<file path="src/rtl/cordic_sched_pkg.sv">
// Shared types for the CORDIC job scheduler: mode encodings, FSM states and FIFO entry layouts.
// The cmd/res entries carry a 4-bit tag only when CORDIC_SCHED_TAG_EN is defined.
package cordic_sched_pkg;

  localparam int FIXED_WIDTH = 16;
  localparam int SHIFT_W     = 4;
  localparam int TAG_W       = 4;

  typedef enum logic [1:0] {
    MODE_CIRCULAR   = 2'd0,
    MODE_LINEAR     = 2'd1,
    MODE_HYPERBOLIC = 2'd2
  } cordic_mode_e;

  typedef enum logic [1:0] {
    ST_IDLE   = 2'd0,
    ST_LAUNCH = 2'd1,
    ST_WAIT   = 2'd2
  } sched_state_e;

  typedef struct packed {
`ifdef CORDIC_SCHED_TAG_EN
    logic [TAG_W-1:0]       tag;
`endif
    cordic_mode_e           mode;
    logic                   rotating;
    logic [SHIFT_W-1:0]     shift;
    logic [FIXED_WIDTH-1:0] a;
    logic [FIXED_WIDTH-1:0] b;
  } cmd_entry_t;

  typedef struct packed {
`ifdef CORDIC_SCHED_TAG_EN
    logic [TAG_W-1:0]       tag;
`endif
    logic [FIXED_WIDTH-1:0] out1;
    logic [FIXED_WIDTH-1:0] out2;
  } res_entry_t;

endpackage

</file>
<file path="src/rtl/cordic_sched_fifo.sv">
// Synchronous FIFO with occupancy count and synchronous flush; DEPTH must be a power of two.
// Push while full, pop while empty, and any push/pop during flush are ignored.
module cordic_sched_fifo #(
  parameter int WIDTH = 8,
  parameter int DEPTH = 4,
  parameter int CNT_W = $clog2(DEPTH) + 1
) (
  input  logic             clk,
  input  logic             rst_n,
  input  logic             flush,
  input  logic             push,
  input  logic [WIDTH-1:0] wdata,
  input  logic             pop,
  output logic [WIDTH-1:0] rdata,
  output logic [CNT_W-1:0] count,
  output logic             full,
  output logic             empty
);

  localparam int PTR_W = $clog2(DEPTH);

  logic [WIDTH-1:0] mem_q [DEPTH];
  logic [PTR_W-1:0] wr_ptr_q, rd_ptr_q;
  logic [CNT_W-1:0] count_q;
  logic             do_push, do_pop;

  assign full    = (count_q == CNT_W'(DEPTH));
  assign empty   = (count_q == '0);
  assign do_push = push && !full && !flush;
  assign do_pop  = pop && !empty && !flush;

  // NOTE: state registers use <= so every flop samples pre-edge values regardless of block order.
  always_ff @(posedge clk or negedge rst_n) begin
    if (!rst_n) begin
      wr_ptr_q <= '0;
      rd_ptr_q <= '0;
      count_q  <= '0;
    end else if (flush) begin
      wr_ptr_q <= '0;
      rd_ptr_q <= '0;
      count_q  <= '0;
    end else begin
      if (do_push) wr_ptr_q <= wr_ptr_q + 1'b1;
      if (do_pop)  rd_ptr_q <= rd_ptr_q + 1'b1;
      count_q <= count_q + CNT_W'(do_push) - CNT_W'(do_pop);
    end
  end

  // NOTE: storage is not reset; an entry is only ever read after it has been written.
  always_ff @(posedge clk) begin
    if (do_push) mem_q[wr_ptr_q] <= wdata;
  end

  assign rdata = mem_q[rd_ptr_q];
  assign count = count_q;

endmodule

</file>
<file path="src/rtl/cordic_job_scheduler.sv">
// Queues CORDIC jobs, launches them one at a time on the engine and buffers results.
// Optional CORDIC_SCHED_TAG_EN adds cmd_tag/res_tag carried alongside each job.
module cordic_job_scheduler
  import cordic_sched_pkg::*;
#(
  parameter int DEPTH = 4,
  parameter int CNT_W = $clog2(DEPTH) + 1
) (
  input  logic                   clk,
  input  logic                   rst_n,
  input  logic                   flush,
  input  logic                   cmd_valid,
  output logic                   cmd_ready,
  input  logic [1:0]             cmd_mode,
  input  logic                   cmd_rotating,
  input  logic [SHIFT_W-1:0]     cmd_shift,
  input  logic [FIXED_WIDTH-1:0] cmd_a,
  input  logic [FIXED_WIDTH-1:0] cmd_b,
`ifdef CORDIC_SCHED_TAG_EN
  input  logic [TAG_W-1:0]       cmd_tag,
  output logic [TAG_W-1:0]       res_tag,
`endif
  output logic                   eng_start,
  output logic [1:0]             eng_mode,
  output logic                   eng_rotating,
  output logic [SHIFT_W-1:0]     eng_shift,
  output logic [FIXED_WIDTH-1:0] eng_a,
  output logic [FIXED_WIDTH-1:0] eng_b,
  input  logic [FIXED_WIDTH-1:0] eng_out1,
  input  logic [FIXED_WIDTH-1:0] eng_out2,
  input  logic                   eng_done,
  output logic                   res_valid,
  input  logic                   res_ready,
  output logic [FIXED_WIDTH-1:0] res_out1,
  output logic [FIXED_WIDTH-1:0] res_out2,
  output logic                   busy,
  output logic [CNT_W-1:0]       cmd_count,
  output logic [CNT_W-1:0]       res_count,
  output logic                   irq
);

  cmd_entry_t   cmd_wdata, cmd_head, eng_q;
  res_entry_t   res_wdata, res_head;
  logic         cmd_full, cmd_empty, res_full, res_empty;
  logic         launch, res_push;
  sched_state_e state_q;
  logic         eng_start_q, drop_q, irq_q;

  // NOTE: every always_comb output gets a default first so no path can infer a latch.
  always_comb begin
    cmd_wdata          = '0;
    cmd_wdata.mode     = cordic_mode_e'(cmd_mode);
    cmd_wdata.rotating = cmd_rotating;
    cmd_wdata.shift    = cmd_shift;
    cmd_wdata.a        = cmd_a;
    cmd_wdata.b        = cmd_b;
`ifdef CORDIC_SCHED_TAG_EN
    cmd_wdata.tag      = cmd_tag;
`endif
    res_wdata          = '0;
    res_wdata.out1     = eng_out1;
    res_wdata.out2     = eng_out2;
`ifdef CORDIC_SCHED_TAG_EN
    res_wdata.tag      = eng_q.tag;
`endif
  end

  // Launching only while a result slot is free reserves that slot for the job in flight.
  assign launch   = (state_q == ST_IDLE) && !cmd_empty && !res_full && !flush;
  assign res_push = (state_q == ST_WAIT) && eng_done && !drop_q && !flush;

  cordic_sched_fifo #(.WIDTH($bits(cmd_entry_t)), .DEPTH(DEPTH), .CNT_W(CNT_W)) u_cmd_fifo (
    .clk   (clk),
    .rst_n (rst_n),
    .flush (flush),
    .push  (cmd_valid),
    .wdata (cmd_wdata),
    .pop   (launch),
    .rdata (cmd_head),
    .count (cmd_count),
    .full  (cmd_full),
    .empty (cmd_empty)
  );

  cordic_sched_fifo #(.WIDTH($bits(res_entry_t)), .DEPTH(DEPTH), .CNT_W(CNT_W)) u_res_fifo (
    .clk   (clk),
    .rst_n (rst_n),
    .flush (flush),
    .push  (res_push),
    .wdata (res_wdata),
    .pop   (res_ready),
    .rdata (res_head),
    .count (res_count),
    .full  (res_full),
    .empty (res_empty)
  );

  always_ff @(posedge clk or negedge rst_n) begin
    if (!rst_n) begin
      state_q     <= ST_IDLE;
      eng_q       <= '0;
      eng_start_q <= 1'b0;
      drop_q      <= 1'b0;
      irq_q       <= 1'b0;
    end else begin
      eng_start_q <= 1'b0;
      irq_q       <= res_push;
      case (state_q)
        ST_IDLE: begin
          if (launch) begin
            eng_q       <= cmd_head;
            eng_start_q <= 1'b1;
            state_q     <= ST_LAUNCH;
          end
        end
        ST_LAUNCH: begin
          state_q <= ST_WAIT;
          if (flush) drop_q <= 1'b1;
        end
        ST_WAIT: begin
          // A flushed job still runs to completion; its done pulse only clears the drop flag.
          if (eng_done) begin
            state_q <= ST_IDLE;
            drop_q  <= 1'b0;
          end else if (flush) begin
            drop_q <= 1'b1;
          end
        end
        default: state_q <= ST_IDLE;
      endcase
    end
  end

  assign cmd_ready    = !cmd_full;
  assign res_valid    = !res_empty;
  assign res_out1     = res_empty ? '0 : res_head.out1;
  assign res_out2     = res_empty ? '0 : res_head.out2;
`ifdef CORDIC_SCHED_TAG_EN
  assign res_tag      = res_empty ? '0 : res_head.tag;
`endif
  assign eng_start    = eng_start_q;
  assign eng_mode     = eng_q.mode;
  assign eng_rotating = eng_q.rotating;
  assign eng_shift    = eng_q.shift;
  assign eng_a        = eng_q.a;
  assign eng_b        = eng_q.b;
  assign busy         = (state_q != ST_IDLE);
  assign irq          = irq_q;

endmodule
</file>
<file path="config.mk">
export PLATFORM = sky130hd
export DESIGN_NAME = cordic_job_scheduler
export DESIGN_NICKNAME = d
export VERILOG_FILES = /design/src/rtl/cordic_sched_pkg.sv /design/src/rtl/cordic_sched_fifo.sv /design/src/rtl/cordic_job_scheduler.sv
export SDC_FILE = /design/constraint.sdc
export NUM_CORES = 1
export LEC_CHECK = 0
export ABC_CLOCK_PERIOD_IN_PS = 7100
export BUFFER_PORTS_ARGS = -buffer_cell sky130_fd_sc_hd__buf_2
export CORE_MARGIN = 3
export CORE_UTILIZATION = 55
export DETAILED_ROUTE_END_ITERATION = 8
export PLACE_DENSITY = 0.8
export SYNTH_ARGS = -nofsm -noshare
export SYNTH_HDL_FRONTEND = slang
export SYNTH_SLANG_ARGS = --single-unit
</file>
<file path="constraint.sdc">
create_clock -name clk -period 7.1 [get_ports clk]
set_input_delay 0.355 -clock clk [delete_from_list [all_inputs] [get_ports clk]]
set_output_delay 0.355 -clock clk [all_outputs]
set_load 0.01 [all_outputs]
</file>
; ---- Yosys cells after proc, flatten, opt, wreduce, memory -nomap -nowiden
; Memory sizes are Yosys's and may differ from the RTL's. A register that Yosys moved wholly into a read port is not among the register bits.
; Cells that the tools add are included.
[word_totals]
regBits = 19
ram_bits = 284
in_bits = 77
out_inout_bits = 82
wordCells = 82
n_memories = 2
[mem_list]
columns = name, depth, width, read_ports, rd_clocked_by_memory_dff, write_ports, line
row1 = u_cmd_fifo.mem_q, 4, 39, 1, 1, 1, cordic_sched_fifo.sv:22  ; logic [WIDTH-1:0] mem_q [DEPTH];
row2 = u_res_fifo.mem_q, 4, 32, 1, 0, 1, cordic_sched_fifo.sv:22
[op_classes]
add_sub_neg = 8
eq_ne = 6
n_mux = 24
n_reduce_logical = 32
[ops]
columns = op, count
row1 = $mux W16, 2
row2 = $mux W2, 10
row3 = $logic_and A1 B1 Y1, 14
row4 = $reduce_bool A2 Y1, 6
row5 = $add A2 B1 Y2 const B, 4
row6 = $mux W1, 8
row7 = $logic_not A1 Y1, 7
row8 = $add A3 B1 Y3, 2
row9 = $eq A3 B3 Y1 const B, 2
row10 = $logic_not A3 Y1, 2
row11 = $mux W3, 2
row12 = $pmux W2 S3, 1
row13 = $sub A3 B1 Y3, 2
row14 = $reduce_and A2 Y1, 2
row15 = $eq A2 B1 Y1 const B, 1
row16 = $eq A2 B2 Y1 const B, 1
row17 = $logic_not A2 Y1, 1
row18 = $ne A2 B1 Y1 const B, 1
row19 = $ne A2 B2 Y1 const B, 1
row20 = $pmux W1 S2, 1

; ---- Depth between registers and ports, before layout
[logic_depth]
word_depth = 9
ltp_mapped = 12
mapped_depth_nobuf = 11

; ---- Cells and area by module
; Synthesis repeated with hierarchy kept, for this count alone.
[unflattened]
cells_unflattened = 609
hier_area_um2 = 13419.1
[modules_own_cells]
columns = module, instances, cells_each, area_per_inst_um2, seq_area_each_um2
row1 = cordic_sched_fifo at u_cmd_fifo, 1, 251, 6140.9, 4859.7
row2 = cordic_sched_fifo at u_res_fifo, 1, 215, 5132.4, 4018.9
row3 = cordic_job_scheduler, 1, 143, 2145.8, 1101.1

; ---- Least setup slack after synthesis
; OpenSTA, ideal clock, no wires.
[synth_path]
kind = reg-to-reg
start = register state_q[0]
end = register u_cmd_fifo.count_q[2] (netlist: u_cmd_fifo.count[2])
setup_ps = 132
t_arrival_ps = 2451
t_required_ps = 6968
path_slack_ps = 4517
path_stages_with_launch = 13
period_less_slack_ps = 2583
path_cell_list = dfrtp_1 > inv_1 > ha_1 > inv_1 > nor4_4 > buf_6 > ha_1 > inv_1 > ha_1 > inv_1 > fa_1 > xnor2_1 > nor2_1
[synth_via]
elab_chain_len = 8
[synth_lines]
columns = item, line
row1 = from (decl), cordic_job_scheduler.sv:46  ; sched_state_e state_q;
row2 = from (signal assigned), cordic_job_scheduler.sv:100  ; state_q <= ST_IDLE;
row3 = from (signal assigned), cordic_job_scheduler.sv:113  ; state_q <= ST_LAUNCH;
row4 = from (signal assigned), cordic_job_scheduler.sv:117  ; state_q <= ST_WAIT;
row5 = $logic_not A2 Y1, cordic_job_scheduler.sv:69  ; assign launch = (state_q == ST_IDLE) && !cmd_empty && !res_full && !flush;
row6 = $logic_and A1 B1 Y1 (3 in a row), cordic_job_scheduler.sv:69
row7 = $logic_and A1 B1 Y1 (2 in a row), cordic_sched_fifo.sv:30  ; assign do_pop = pop && !empty && !flush;
row8 = $sub A3 B1 Y3, cordic_sched_fifo.sv:45  ; count_q <= count_q + CNT_W'(do_push) - CNT_W'(do_pop);
row9 = $mux W3, cordic_sched_fifo.sv:38  ; end else if (flush) begin
row10 = to (signal assigned), cordic_sched_fifo.sv:45
row11 = to (decl), cordic_sched_fifo.sv:24  ; logic [CNT_W-1:0] count_q;
; Every way passes these cells.
; A chain may end at the register's enable or synchronous reset.

; ---- Final worst setup path
; Same ends and word-level chain as after synthesis.

==> results summary <==
The flow ran to the end, but the final reports show violations. The final reports fail on hold timing. The detailed router finished its first iteration with roughly 470 violations. The total wirelength of the detailed-routed design is 24500 µm. The setup TNS came out at 0 ns.

The number of buffers between clock root and the deepest sink came out at 3. The site row count came out at between 50 and 60. In the layout the commonest cells are edfxtp_1 (284), buf_2 (158), dfrtp_1 (55). The remaining global-route overflow is 0. The overall power came out at 5.59 mW. The clock-pin transition on the worst setup and hold timing paths came out at approximately 0.060 ns. Setup repair after global routing left no endpoint under its margin.

The achievable frequency is 300 MHz. The class of the most critical setup path is reg2reg. The port buffer count came out at approximately 160.

The die width came out at approximately 160 µm. The cell area after synthesis is 13400 µm². The clock net in this run drives a total of 342 sinks. The clock latency on the worst-skew pair came out at between 0.5 and 0.6 ns. The measured slew at the worst slew-check pin is 1.11 ns. The H-tree generated during clock tree synthesis spans 2 levels.

The endpoint identified for the worst register-to-register timing path is u_cmd_fifo.count[2]$_DFF_PN0_. The area of the core is between 20000 and 25000 µm². The share of post-route cells with drive strength above 1 came out at 0.384. Summing all non-filler instances in the final layout gives an area of 15600 µm².

The number of primary I/O pins is ~160. The number of fillers in the final layout is about 1.6k. The max-slew headroom at the worst pin is 0.260.

The wire length of the first global-routing pass is 38600 µm. The final period utilization is 0.470. The root buffer cell chosen for the clock tree is clkbuf_16. The final number of max-transition violations is 0. The number of max-cap violations came out at 0. The register bit total from synthesis is roughly 340. The worst register-to-register path has a depth of 12. For this design, the CTS-stage hold fixing added 0 buffers.

The final hold violation count is 10. The number of antenna violations at the first check in global routing is 6. The floorplan step set the die height to between 150 and 200 µm. The final routed DRC violation total came out at 0.

The required time of the critical path came out at roughly 7.5 ns. Post-CTS repair changed the size of 0 cells. Dividing the detail-routed via count by the number of cells gives between 5 and 6. The number of global-route vias before repair was slightly below 7k.

The source of the worst register-to-register timing path is state_q[0]$_DFFE_PN0P_. The library cell used most frequently in the layout, excluding fill and tap cells, is edfxtp_1. The worst-case hold slack is -0.0161 ns.

Routability-driven placement finished with a final weighted congestion of between 0.7 and 0.8. The die area is about 26000 µm². The global-route usage over all layers came out at 0.190.

The register-to-register setup slack came out at between 3 and 4 ns. The class of the tightest hold or removal check is in2async. The leakage power came out at around 5.7 nW. The initial core utilization came out at 0.564. Summing all placed instances gives a cell area of between 10000 and 15000 µm².

The HPWL reported at the end of detailed placement came out at 14900 µm. The maximum vdd drop came out at between 0.0003 and 0.0004 V. The signal arrival time at the worst endpoint is between 3 and 4 ns.

In the final routed layout, each cell accounts on average for between 20 and 25 µm. The number of nets at the end of the flow came out at 886. The number of different library cells used by synthesis comes to 37. The power density normalized to cell area came out at approximately 360 nW/µm². The net count of the mapped netlist is 707. The vias after detailed routing is 6351. The clock arrives with roughly 0.030 ns of skew. The smallest clock period supported by the final layout is computed as about 3.3 ns.

Dividing the synthesized area by the synthesized cell count gives ~22 µm². Across the whole layout, storage elements account for ~10000 µm². The worst setup path is launched from a flop. The TritonCTS clock tree is built.

The largest fanout on the critical path is 40. The fraction of the core area covered by cells at the end of the flow came out at 0.658. The multi-input logic area is 3160 µm². From synthesis to final layout, the design area changed by 16.6%. The largest net degree at the start of global routing is a little under 60. The post-detailed-route count of antenna-violating nets came out at 0. The first TritonRoute pass finished after 5 iterations. The synthesized instance count came out at just over 600.

The kind of capture point of the worst setup path is a flop. The count of final setup violators is 0. The number of warnings printed during yosys synthesis is 0.

Clock tree synthesis inserted a total of 35 buffers. The number of buffers inserted by post-CTS setup repair came out at 0. The share of synthesized area occupied by flip-flops and latches is 0.747.
[synth_stat cells, drive strengths merged]
cell type	instances	area share
or3b	1	0.00066
or4	1	0.00056
nand2	1	0.00028
o31ai	2	0.0011
ha	16	0.015
nor4	3	0.0025
edfxtp	284	0.64
o31a	1	0.00075
nor3b	2	0.0020
o311ai	1	0.00066
and3	4	0.0019
fa	2	0.0030
xnor2	1	0.00066
nand3	4	0.0015
xor2	4	0.0026
nor2	9	0.0025
buf	15	0.0093
clkbuf	11	0.0031
dfrtp	58	0.11
a31oi	1	0.00047
and2	5	0.0023
o21ai	6	0.0022
inv	19	0.0053
a21oi	6	0.0022
nor2b	36	0.017
nand4bb	1	0.00084
mux2	40	0.045
mux4	71	0.13
nor3	5	0.0027
o32ai	2	0.0013
[power by group]
group	internal, mW	switching [mW]	leakage, nW	total, mW
clock network	1.01	0.725	0.524	1.73
registers	2.37	0.158	3.28	2.53
logic	0.686	0.638	1.87	1.32
[flip-flops by register name, summed over array words and instances (netlist names), 3 cells and up]
register / flops
eng_a: 16
eng_b: 16
eng_shift: 4
u_cmd_fifo.count: 3
u_cmd_fifo.mem_q: 156
u_res_fifo.count: 3
u_res_fifo.mem_q: 128
[critical path, cell delays in order, from the launching register on]
cell	delay [ns]
dfrtp_1	0.40
inv_1	0.14
ha_1	0.28
inv_1	0.15
nor4_4	0.26
buf_4	0.65
ha_1	0.37
inv_1	0.06
ha_1	0.13
inv_1	0.05
fa_1	0.40
xnor2_1	0.18
nor2_1	0.06
[through the flow]
step | hold WS, ns | setup WS, ns | std cells
3_5_place_dp | 0.491 | 3.85 | 1073
2_1_floorplan | 0.0594 | 4.52 | 612
5_1_grt | 0.0273 | 3.55 | 1136
3_3_place_gp | 0.493 | 4.05 | 1073
4_1_cts | 0.0216 | 3.77 | 1136
6_report | -0.0161 | 3.76 | 1137
[layer usage]
layer / track usage / vias up / wire, µm
li1: - / 2827 / -
met4: 0.0469 / 10 / 407
met5: 0 / - / 55
met1: 0.246 / 3268 / 9480
met2: 0.326 / 204 / 12700
met3: 0.0518 / 42 / 1870
[worst max-delay path by stage]
| stage | start | endpoint | slack [ns] |
|---|---|---|---|
| global placement | state_q[0]$_DFFE_PN0P_ | u_cmd_fifo.count[2]$_DFF_PN0_ | 4.05 |
| global route | state_q[0]$_DFFE_PN0P_ | u_cmd_fifo.count[2]$_DFF_PN0_ | 3.55 |
| floorplan | state_q[0]$_DFFE_PN0P_ | u_cmd_fifo.count[2]$_DFF_PN0_ | 4.52 |
| CTS | state_q[0]$_DFFE_PN0P_ | u_cmd_fifo.count[2]$_DFF_PN0_ | 3.77 |
| finish | state_q[0]$_DFFE_PN0P_ | u_cmd_fifo.count[2]$_DFF_PN0_ | 3.76 |
| detailed placement | state_q[0]$_DFFE_PN0P_ | u_cmd_fifo.count[2]$_DFF_PN0_ | 3.85 |
[cells by family after synthesis]
logic type / after synthesis / synth area share
buf+inv: 45 / 0.0177
simple gates: 72 / 0.0346
flops: 342 / 0.747
mux: 111 / 0.171
xor+xnor: 5 / 0.00328
fa+ha+maj: 18 / 0.0180
compound gates: 19 / 0.00880
[layout make-up]
type,count,share of cell area
inverter,19,0.00458
clock buffer,49,0.0603
antenna,1,0.000161
sequential,342,0.641
tap,319,0.0256
clock inverter,14,0.0101
timing repair buffer,168,0.0556
multi-input combinational,225,0.203
No activity file was read; power rests on OpenSTA's default activity.
